==> src/rtl/aes_subbytes_seq.sv <==
// Sequential AES SubBytes: one 128-bit state, LANES S-box stages per cycle.
// Define AES_SUBBYTES_SBOX_REG_EN to register S-box outputs before write-back (+1 cycle latency).

module aes_sbox_stage (
    input  logic [7:0] a,
    output logic [7:0] s
);
    localparam logic [7:0] AFFINE_C = 8'h63;

    // GF(2^8) multiply modulo x^8+x^4+x^3+x+1, built from AND/XOR only.
    function automatic logic [7:0] gf_mul(input logic [7:0] x, input logic [7:0] y);
        logic [7:0] p;
        logic [7:0] t;
        p = '0;
        t = x;
        for (int i = 0; i < 8; i++) begin
            p = p ^ (t & {8{y[i]}});
            t = {t[6:0], 1'b0} ^ (8'h1b & {8{t[7]}});
        end
        return p;
    endfunction

    logic [7:0] x2, x4, x8, x16, x32, x64, x128, inv;

    // Multiplicative inverse as a^254 = a^2 * a^4 * ... * a^128; maps 0 to 0.
    always_comb begin
        x2   = gf_mul(a, a);
        x4   = gf_mul(x2, x2);
        x8   = gf_mul(x4, x4);
        x16  = gf_mul(x8, x8);
        x32  = gf_mul(x16, x16);
        x64  = gf_mul(x32, x32);
        x128 = gf_mul(x64, x64);
        inv  = gf_mul(gf_mul(gf_mul(x2, x4), gf_mul(x8, x16)),
                      gf_mul(gf_mul(x32, x64), x128));
    end

    always_comb begin
        s = '0;
        for (int i = 0; i < 8; i++) begin
            s[i] = inv[i] ^ inv[(i + 4) % 8] ^ inv[(i + 5) % 8] ^
                   inv[(i + 6) % 8] ^ inv[(i + 7) % 8] ^ AFFINE_C[i];
        end
    end
endmodule

module aes_subbytes_seq #(
    parameter int LANES = 4
) (
    input  logic         clk,
    input  logic         rst_n,
    input  logic         clr,
    input  logic         in_valid,
    output logic         in_ready,
    input  logic [127:0] in_data,
    output logic         out_valid,
    input  logic         out_ready,
    output logic [127:0] out_data,
    output logic         busy
);
    localparam int NCYC = 16 / LANES;
    localparam int W    = 8 * LANES;
    localparam int CW   = (NCYC > 1) ? $clog2(NCYC) : 1;
    localparam logic [CW-1:0] CNT_LAST = CW'(NCYC - 1);

    typedef enum logic [1:0] {
        ST_IDLE,
        ST_BUSY,
        ST_DONE
    } state_t;

    state_t          state_q, state_d;
    logic [CW-1:0]   cnt_q, cnt_d;
    logic [127:0]    buf_q, buf_d;
    logic [W-1:0]    lane_in, lane_out;
    logic            accept;
    logic            step;
    logic            wr_en;
    logic [CW-1:0]   wr_idx;
    logic [W-1:0]    wr_data;
    logic            last_wr;

    assign accept  = (state_q == ST_IDLE) && in_valid && !clr;
    assign lane_in = buf_q[int'(cnt_q) * W +: W];

    for (genvar g = 0; g < LANES; g++) begin : g_lane
        aes_sbox_stage u_sbox (
            .a (lane_in[8*g +: 8]),
            .s (lane_out[8*g +: 8])
        );
    end

`ifdef AES_SUBBYTES_SBOX_REG_EN
    logic [W-1:0]  pipe_q;
    logic [CW-1:0] pipe_idx_q;
    logic          pipe_vld_q;
    logic          issue_done_q;

    // Reads of slice cnt and write-back of slice cnt-1 never overlap.
    assign step    = (state_q == ST_BUSY) && !issue_done_q;
    assign wr_en   = (state_q == ST_BUSY) && pipe_vld_q;
    assign wr_idx  = pipe_idx_q;
    assign wr_data = pipe_q;
    assign last_wr = wr_en && (pipe_idx_q == CNT_LAST);

    always_ff @(posedge clk or negedge rst_n) begin
        if (!rst_n) begin
            pipe_q       <= '0;
            pipe_idx_q   <= '0;
            pipe_vld_q   <= 1'b0;
            issue_done_q <= 1'b0;
        end else if (clr) begin
            pipe_q       <= '0;
            pipe_idx_q   <= '0;
            pipe_vld_q   <= 1'b0;
            issue_done_q <= 1'b0;
        end else begin
            pipe_vld_q <= step;
            if (step) begin
                pipe_q     <= lane_out;
                pipe_idx_q <= cnt_q;
            end
            if (accept)
                issue_done_q <= 1'b0;
            else if (step && (cnt_q == CNT_LAST))
                issue_done_q <= 1'b1;
        end
    end
`else
    assign step    = (state_q == ST_BUSY);
    assign wr_en   = step;
    assign wr_idx  = cnt_q;
    assign wr_data = lane_out;
    assign last_wr = wr_en && (cnt_q == CNT_LAST);
`endif

    // NOTE: every always_comb output gets a default first so no path leaves it unassigned (no latch).
    always_comb begin
        state_d = state_q;
        case (state_q)
            ST_IDLE: if (in_valid)  state_d = ST_BUSY;
            ST_BUSY: if (last_wr)   state_d = ST_DONE;
            ST_DONE: if (out_ready) state_d = ST_IDLE;
            default:                state_d = ST_IDLE;
        endcase
        if (clr)
            state_d = ST_IDLE;
    end

    always_comb begin
        cnt_d = cnt_q;
        buf_d = buf_q;
        if (clr) begin
            cnt_d = '0;
            buf_d = '0;
        end else if (accept) begin
            cnt_d = '0;
            buf_d = in_data;
        end else begin
            if (step)
                cnt_d = (cnt_q == CNT_LAST) ? '0 : cnt_q + 1'b1;
            if (wr_en)
                buf_d[int'(wr_idx) * W +: W] = wr_data;
        end
    end

    // NOTE: state is updated with non-blocking assignments only, so every flop samples pre-edge values.
    always_ff @(posedge clk or negedge rst_n) begin
        if (!rst_n)
            state_q <= ST_IDLE;
        else
            state_q <= state_d;
    end

    // NOTE: the state buffer is reset because its contents must read as zero after any reset.
    always_ff @(posedge clk or negedge rst_n) begin
        if (!rst_n) begin
            cnt_q <= '0;
            buf_q <= '0;
        end else begin
            cnt_q <= cnt_d;
            buf_q <= buf_d;
        end
    end

    assign in_ready  = (state_q == ST_IDLE);
    assign out_valid = (state_q == ST_DONE);
    assign busy      = (state_q == ST_BUSY) || (state_q == ST_DONE);
    assign out_data  = (state_q == ST_DONE) ? buf_q : '0;
endmodule

==> config.mk <==
export PLATFORM = sky130hd
export DESIGN_NAME = aes_subbytes_seq
export DESIGN_NICKNAME = d
export VERILOG_FILES = /design/src/rtl/aes_subbytes_seq.sv
export SDC_FILE = /design/constraint.sdc
export NUM_CORES = 2
export LEC_CHECK = 0
export ABC_CLOCK_PERIOD_IN_PS = 31900
export BUFFER_PORTS_ARGS = -buffer_cell sky130_fd_sc_hd__clkbuf_2
export CORE_MARGIN = 1
export CORE_UTILIZATION = 65
export DETAILED_ROUTE_END_ITERATION = 6
export PLACE_DENSITY = 0.83
export SYNTH_ARGS = -nofsm -noshare
export SYNTH_HDL_FRONTEND = slang
export SYNTH_SLANG_ARGS = --single-unit
==> constraint.sdc <==
create_clock -name clk -period 31.9 [get_ports clk]
set_clock_uncertainty 0.05 [all_clocks]
set_input_delay 1.595 -clock clk [delete_from_list [all_inputs] [get_ports clk]]
set_output_delay 1.595 -clock clk [all_outputs]
set_load 0.02 [all_outputs]
Word level (Yosys, flattened, before mapping)

Cells that the tools add are included.

Flip-flop bits (word level): 132
Bits in latches: 0
Memory bits (writable): 0
Memory bits (read-only): 0
Word-level logic and storage cells: 1224
Memories kept: 0

Add/sub/neg operators: 2
$mul: 0
Divide/modulo/power cells: 0
Magnitude comparators: 0
Equal/unequal tests: 6
Shift-type cells: 3
Mux-type cells: 14
Bitwise operators: 1188
Reduce and logical (&&, ||, !) cells: 8

Operators by type and width:

| cell                        | count |
|---|---|
| $and A8 B8 Y8               | 416 |
| $xor A8 B8 Y8               | 364 |
| $xor A8 B5 Y8               | 280 |
| $mux W128                   | 4 |
| $bwmux W128                 | 1 |
| $shift A32 B33 Y128 const A | 1 |
| $shiftx A128 B8 Y32         | 1 |
| $shiftx A32 B33 Y128        | 1 |
| $xor A1 B1 Y1               | 112 |
| $neg A7 Y33                 | 1 |
| $mux W2                     | 8 |
| $not A1 Y1                  | 16 |
| $ne A3 B2 Y1 const B        | 2 |
| $pmux W2 S3                 | 1 |
| $eq A2 B2 Y1 const B        | 2 |
| $logic_and A1 B1 Y1         | 3 |
| $ne A3 B3 Y1 const B        | 1 |
| $reduce_and A3 Y1           | 1 |
| $reduce_bool A3 Y1          | 1 |
| $add A2 B1 Y2 const B       | 1 |
| $eq A2 B1 Y1 const B        | 1 |
| $logic_not A2 Y1            | 1 |
| $logic_not A1 Y1            | 1 |
| $logic_or A1 B1 Y1          | 1 |

Longest topological paths before layout

Depth in word-level cells: 90
Gate-level depth with buffers: 102

Cells and area by module

A second synthesis with hierarchy kept.

Cells, all modules: 9333
Area, all modules: 73206.5 sq um

By module, submodules not included:

| module                                 | instances | cells each | area each (sq um) | seq. area each (sq um) |
|---|---|---|---|---|
| aes_sbox_stage at g_lane[2].u_sbox ... | 2         | 2118       | 16445.8           | 0.0 |
| aes_sbox_stage at g_lane[0].u_sbox     | 1         | 2187       | 16270.6           | 0.0 |
| aes_sbox_stage at g_lane[1].u_sbox     | 1         | 2004       | 15379.8           | 0.0 |
| aes_subbytes_seq                       | 1         | 906        | 8664.6            | 3303.2 |

Least setup slack after synthesis

No wires, ideal clock.

Path kind: register to register
From: register cnt_q[0]
To: register buf_q[27]
Data arrival time: 21444 ps
Setup slack: 10282 ps
Stages on the path, launching flop included: 98
Period minus slack after synthesis: 21618 ps
Cell sequence: dfrtp_1 -> mux4_2 -> buf_2 -> buf_2 -> ha_1 -> inv_1 -> ha_1 -> clkbuf_1 -> inv_1 -> o221ai_1 -> a211oi_2 -> or3_1 -> a21oi_1 -> nor2_1 -> ha_1 -> inv_1 -> ha_1 -> inv_1 -> (+62 left out) -> xnor3_1 -> xnor2_1 -> xnor2_1 -> clkbuf_1 -> inv_1 -> a31oi_1 -> mux2i_1 -> o211a_1 -> o22ai_1 -> o31ai_4 -> nor2_1 -> xor3_1 -> xnor3_1 -> xnor3_1 -> xnor3_2 -> xnor2_2 -> a221oi_2 -> nor2_1

Longest elaborated chain between the ends: 90
Elaborated cells between the ends (all ways): 1196
Classes of those cells: 1 x add/sub; 3 x shift; 4 x mux; 1188 x bitwise

Ends and longest elaborated chain:

| element                                                  | line   | text |
|---|---|---|
| from (decl)                                              | 73     | `logic [CW-1:0] cnt_q, cnt_d;` |
| from (signal assigned)                                   | 181    | `cnt_q <= cnt_d;` |
| $shiftx A128 B8 Y32                                      | 84     | `assign lane_in = buf_q[int'(cnt_q) * W +: W];` |
| $xor A8 B5 Y8                                            | 18     | `t = {t[6:0], 1'b0} ^ (8'h1b & {8{t[7]}});` |
| $and A8 B8 Y8 / $xor A8 B5 Y8 (equally long branches)    | 17, 18 |  |
| $xor A8 B8 Y8, or another cell as far along (5 in a row) | 17     | `p = p ^ (t & {8{y[i]}});` |
| $xor A8 B8 Y8 / $and A8 B8 Y8 (equally long branches)    | 17     |  |
| $xor A8 B8 Y8                                            | 17     |  |
| $xor A8 B5 Y8                                            | 18     |  |
| $and A8 B8 Y8 / $xor A8 B5 Y8 (equally long branches)    | 17, 18 |  |
| (+68 left out)                                           | --     |  |
| $xor A1 B1 Y1 (3 in a row)                               | 41     | `s[i] = inv[i] ^ inv[(i + 4) % 8] ^ inv[(i + 5) % 8] ^` |
| $xor A1 B1 Y1                                            | 42     | `inv[(i + 6) % 8] ^ inv[(i + 7) % 8] ^ AFFINE_C[i];` |
| $not A1 Y1 (no source line)                              | --     |  |
| $shiftx A32 B33 Y128                                     | 163    | `buf_d[int'(wr_idx) * W +: W] = wr_data;` |
| $bwmux W128 *                                            | 163    |  |
| $mux W128 *                                              | 162    | `if (wr_en)` |
| $mux W128 *                                              | 156    | `end else if (accept) begin` |
| $mux W128 *                                              | 153    | `if (clr) begin` |
| to (signal assigned)                                     | 182    | `buf_q <= buf_d;` |
| to (decl)                                                | 74     | `logic [127:0] buf_q, buf_d;` |

Every way passes the cells marked *; elsewhere a longest branch is shown, timed or not. The select of a mux whose other input is x is not followed.
A chain may end at the register's enable or synchronous reset.

Worst setup path in the final report

From: register cnt_q[1]
To: register buf_q[120]

The elaborated chain is that of the path after synthesis.

==> metrics.csv <==
metric;value;unit
finalNetCount;9427;
drt_iter0_drc;8051;
grt_max_degree;102;
finalHoldViolCount;0;
hold_end;buf_q[20];
whs_path_depth;1;
path_clk_slew;70;ps
worst_pin_slew;1368;ps
avgSynthCellArea;7.836;um2
grt_overflow_total;0;
rows;121;
antenna_found_initial;18;
fmax;35.27;MHz
numCtsBuffers;17;
period_needed;28350;ps
yosys_warnings;0;
slew_viol_final;0;
yosys.area_share.simple;0.2126;
placed_area;73160;um2
min_period_over_period;0.8888;
max_stage_delay;1030;ps
grt.total_usage;0.3930;
worst_setup_path_end_kind;flop;
synth-compound-area-share;0.1611;
hold_path_class;flop to flop;
slew_headroom;0.08139;
clk_latency;480;ps
worstSetupPathType;flop to flop;
r2r_cells;79;
async_reset_ff_frac;1.000;
r2r_slack;3550;ps
hpwl;171800;um
clock_path_buffers;2;
synth_ff_type;dfrtp_1;
root_buffer;clkbuf_16;
tritoncts;built;
status;complete, no violations;
viasPerCell;6.478;
cts_hold_buffers;0;
cp_top_family;XOR/XNOR gates;
r2r-start;cnt_q[1];
drv_cap;0;
grt_pass1_vias;63291;
port_buffers;263;
synth_mux_area_frac;0.03945;
area_growth;2.448;%
h-tree-depth;4;
core;109300;um2
vias;68317;
die_area;112200;um2
synth_largest_area_cell;xnor2_1;
final_area;73790;um2
cp_num_buf_inv;12;
syn_inst;9192;
wl_per_cell;21.88;um
wirelength;230800;um
drcViolationCount;0;
initial_utilization;0.6590;
path_depth;79;
fillerInstances;9300;
setup_viol;0;
die_height;334.9;um
drive_above_1_share;0.1104;
cp_slowest_cell;xnor2_1;
rsz0062_at_grt;no;
drt-pass1-iter-count;7;
ys_seq_elements;132;
synth_area_leaders;xnor2_1 (21%), xnor3_1 (9.9%), nor2_1 (6.9%), xor2_1 (5.5%), nand2_1 (4.7%);
synth.top_cell.area_share;0.2072;
seq_area;3308;um2
cp-start-kind;flop;
ys_seq_area_frac;0.04586;
synthAdderAreaFrac;0.04325;
gp_congestion;1.010;
multi_input_area;64530;um2
yosys.cell_types.count;168;
path_max_fanout;27;
critPathArrivalTime;28670;ps
post-cts-setup-buffers;0;
cts_sinks;132;
ant_nets;0;
hold_path.startpoint;buf_q[20];
die_w;334.9;um
r2r-end;buf_q[120];
synth_enable_flop_cells;0;
cp_data_required_time;32210;ps
syn_nets;9574;
postCtsResizedCells;0;
synth_top_family_by_area;XOR/XNOR gates;
boundaryPins;264;
tns;0;ps
synth_xor_area_frac;0.4379;
cp_common_cell;xnor2_1;
grt_pass1_wl;357200;um
syn_area;72030;um2
metrics by stage:
step	hold WS [ps]	util	setup WS (ps)	cells
CTS	463.2	0.6748	4297	10534
global route	491.2	0.6750	2104	10542
finish	461.5	0.6751	3546	10546
floorplan	408.0	-	10280	9192
detailed placement	448.0	0.6693	4388	10502
global placement	439.8	0.6693	4872	10502
state kept, by name (all words and copies together) (netlist names):
signal	flops
buf_q	128
cnt_q	2
state_q	2
cell usage in the layout, fill, tap and decap left out, drive strengths merged, types with 49 or more instances in the layout:
cell type  instances
a21oi            333
o21ai            334
a22oi             95
a211oi           101
clkbuf           279
xor2             509
inv              293
mux2i            152
or3               61
o211ai            93
xor3              60
nor2            1358
nor3             207
xnor2           1810
nand2            909
ha               249
and2             184
nor2b             92
xnor3            366
buf              131
nand2b           100
nand3            172
o22ai             70
a221oi            53
and3              52
a31oi             49
dfrtp            132
per-layer routing:
layer	track usage	part of all wire	vias up
li1	-	-	31140
met1	0.5253	0.40	32620
met2	0.6177	0.45	3999
met3	0.08732	0.11	548
met4	0.1456	0.039	10
met5	0	0.00027	-
worst reg2reg max path: cells and delay by family, from the launching register on:
kind	cells	cell delay, ps
AO/OA/AOI/OAI	11	2490
multiplexers	4	1310
buffers and inverters	12	3070
XOR/XNOR	27	11290
AND/OR/NAND/NOR	15	4780
adder cells (fa/ha/maj)	10	4670
flip-flops	1	590
cell families (layout without fill, tap and decap cells):
logic type / Yosys count / count (layout)
AO/OA/AOI/OAI: 1631 / 1631
XOR/XNOR: 2745 / 2745
adder cells (fa/ha/maj): 249 / 249
buffers and inverters: 866 / 732
flip-flops: 132 / 132
multiplexers: 230 / 230
other: 0 / 12
AND/OR/NAND/NOR: 3339 / 3339
worst max path at each step:
| stage | startpoint | endpoint | slack (ps) |
|---|---|---|---|
| 2_1_floorplan | cnt_q[0] | buf_q[27] | 10280 |
| 3_3_place_gp | cnt_q[1] | buf_q[120] | 4870 |
| 3_5_place_dp | cnt_q[1] | buf_q[120] | 4390 |
| 4_1_cts | cnt_q[1] | buf_q[120] | 4300 |
| 5_1_grt | cnt_q[1] | buf_q[120] | 2100 |
| 6_report | cnt_q[1] | buf_q[120] | 3550 |
cell usage after synthesis, types with 44 or more instances:
cell type and number:
buf_2 173, mux2i_1 147, a31oi_1 44, o21a_1 48, a22oi_1 93, nor3_1 197
inv_2 71, xnor3_1 318, xnor2_2 88, xnor3_2 46, a221oi_1 46, or3_1 60
a211oi_1 90, nand2b_1 100, o21ai_0 271, nor2_1 1332, nand3_1 168, xor3_1 50
o22ai_1 66, clkbuf_1 239, dfrtp_1 132, xor2_1 456, a21oi_1 323, ha_1 249
xnor2_1 1704, and2_1 176, nand2_1 900, and3_1 49, o21ai_1 60, o211ai_1 90
xor2_2 45, inv_1 208, nor2b_1 91
cell type report:
type	count	area share
repair buffers	393	0.03115
diodes	12	0.0004069
inverters	307	0.01587
well taps	1476	0.02503
flip-flops and latches	132	0.04483
clock inverters	15	0.002459
clock buffers	17	0.005765
multi-input cells	8194	0.8745
Power is left out: the tool's default activity adds up to more than one toggle a clock period on the data nets, which glitch-free logic cannot reach.
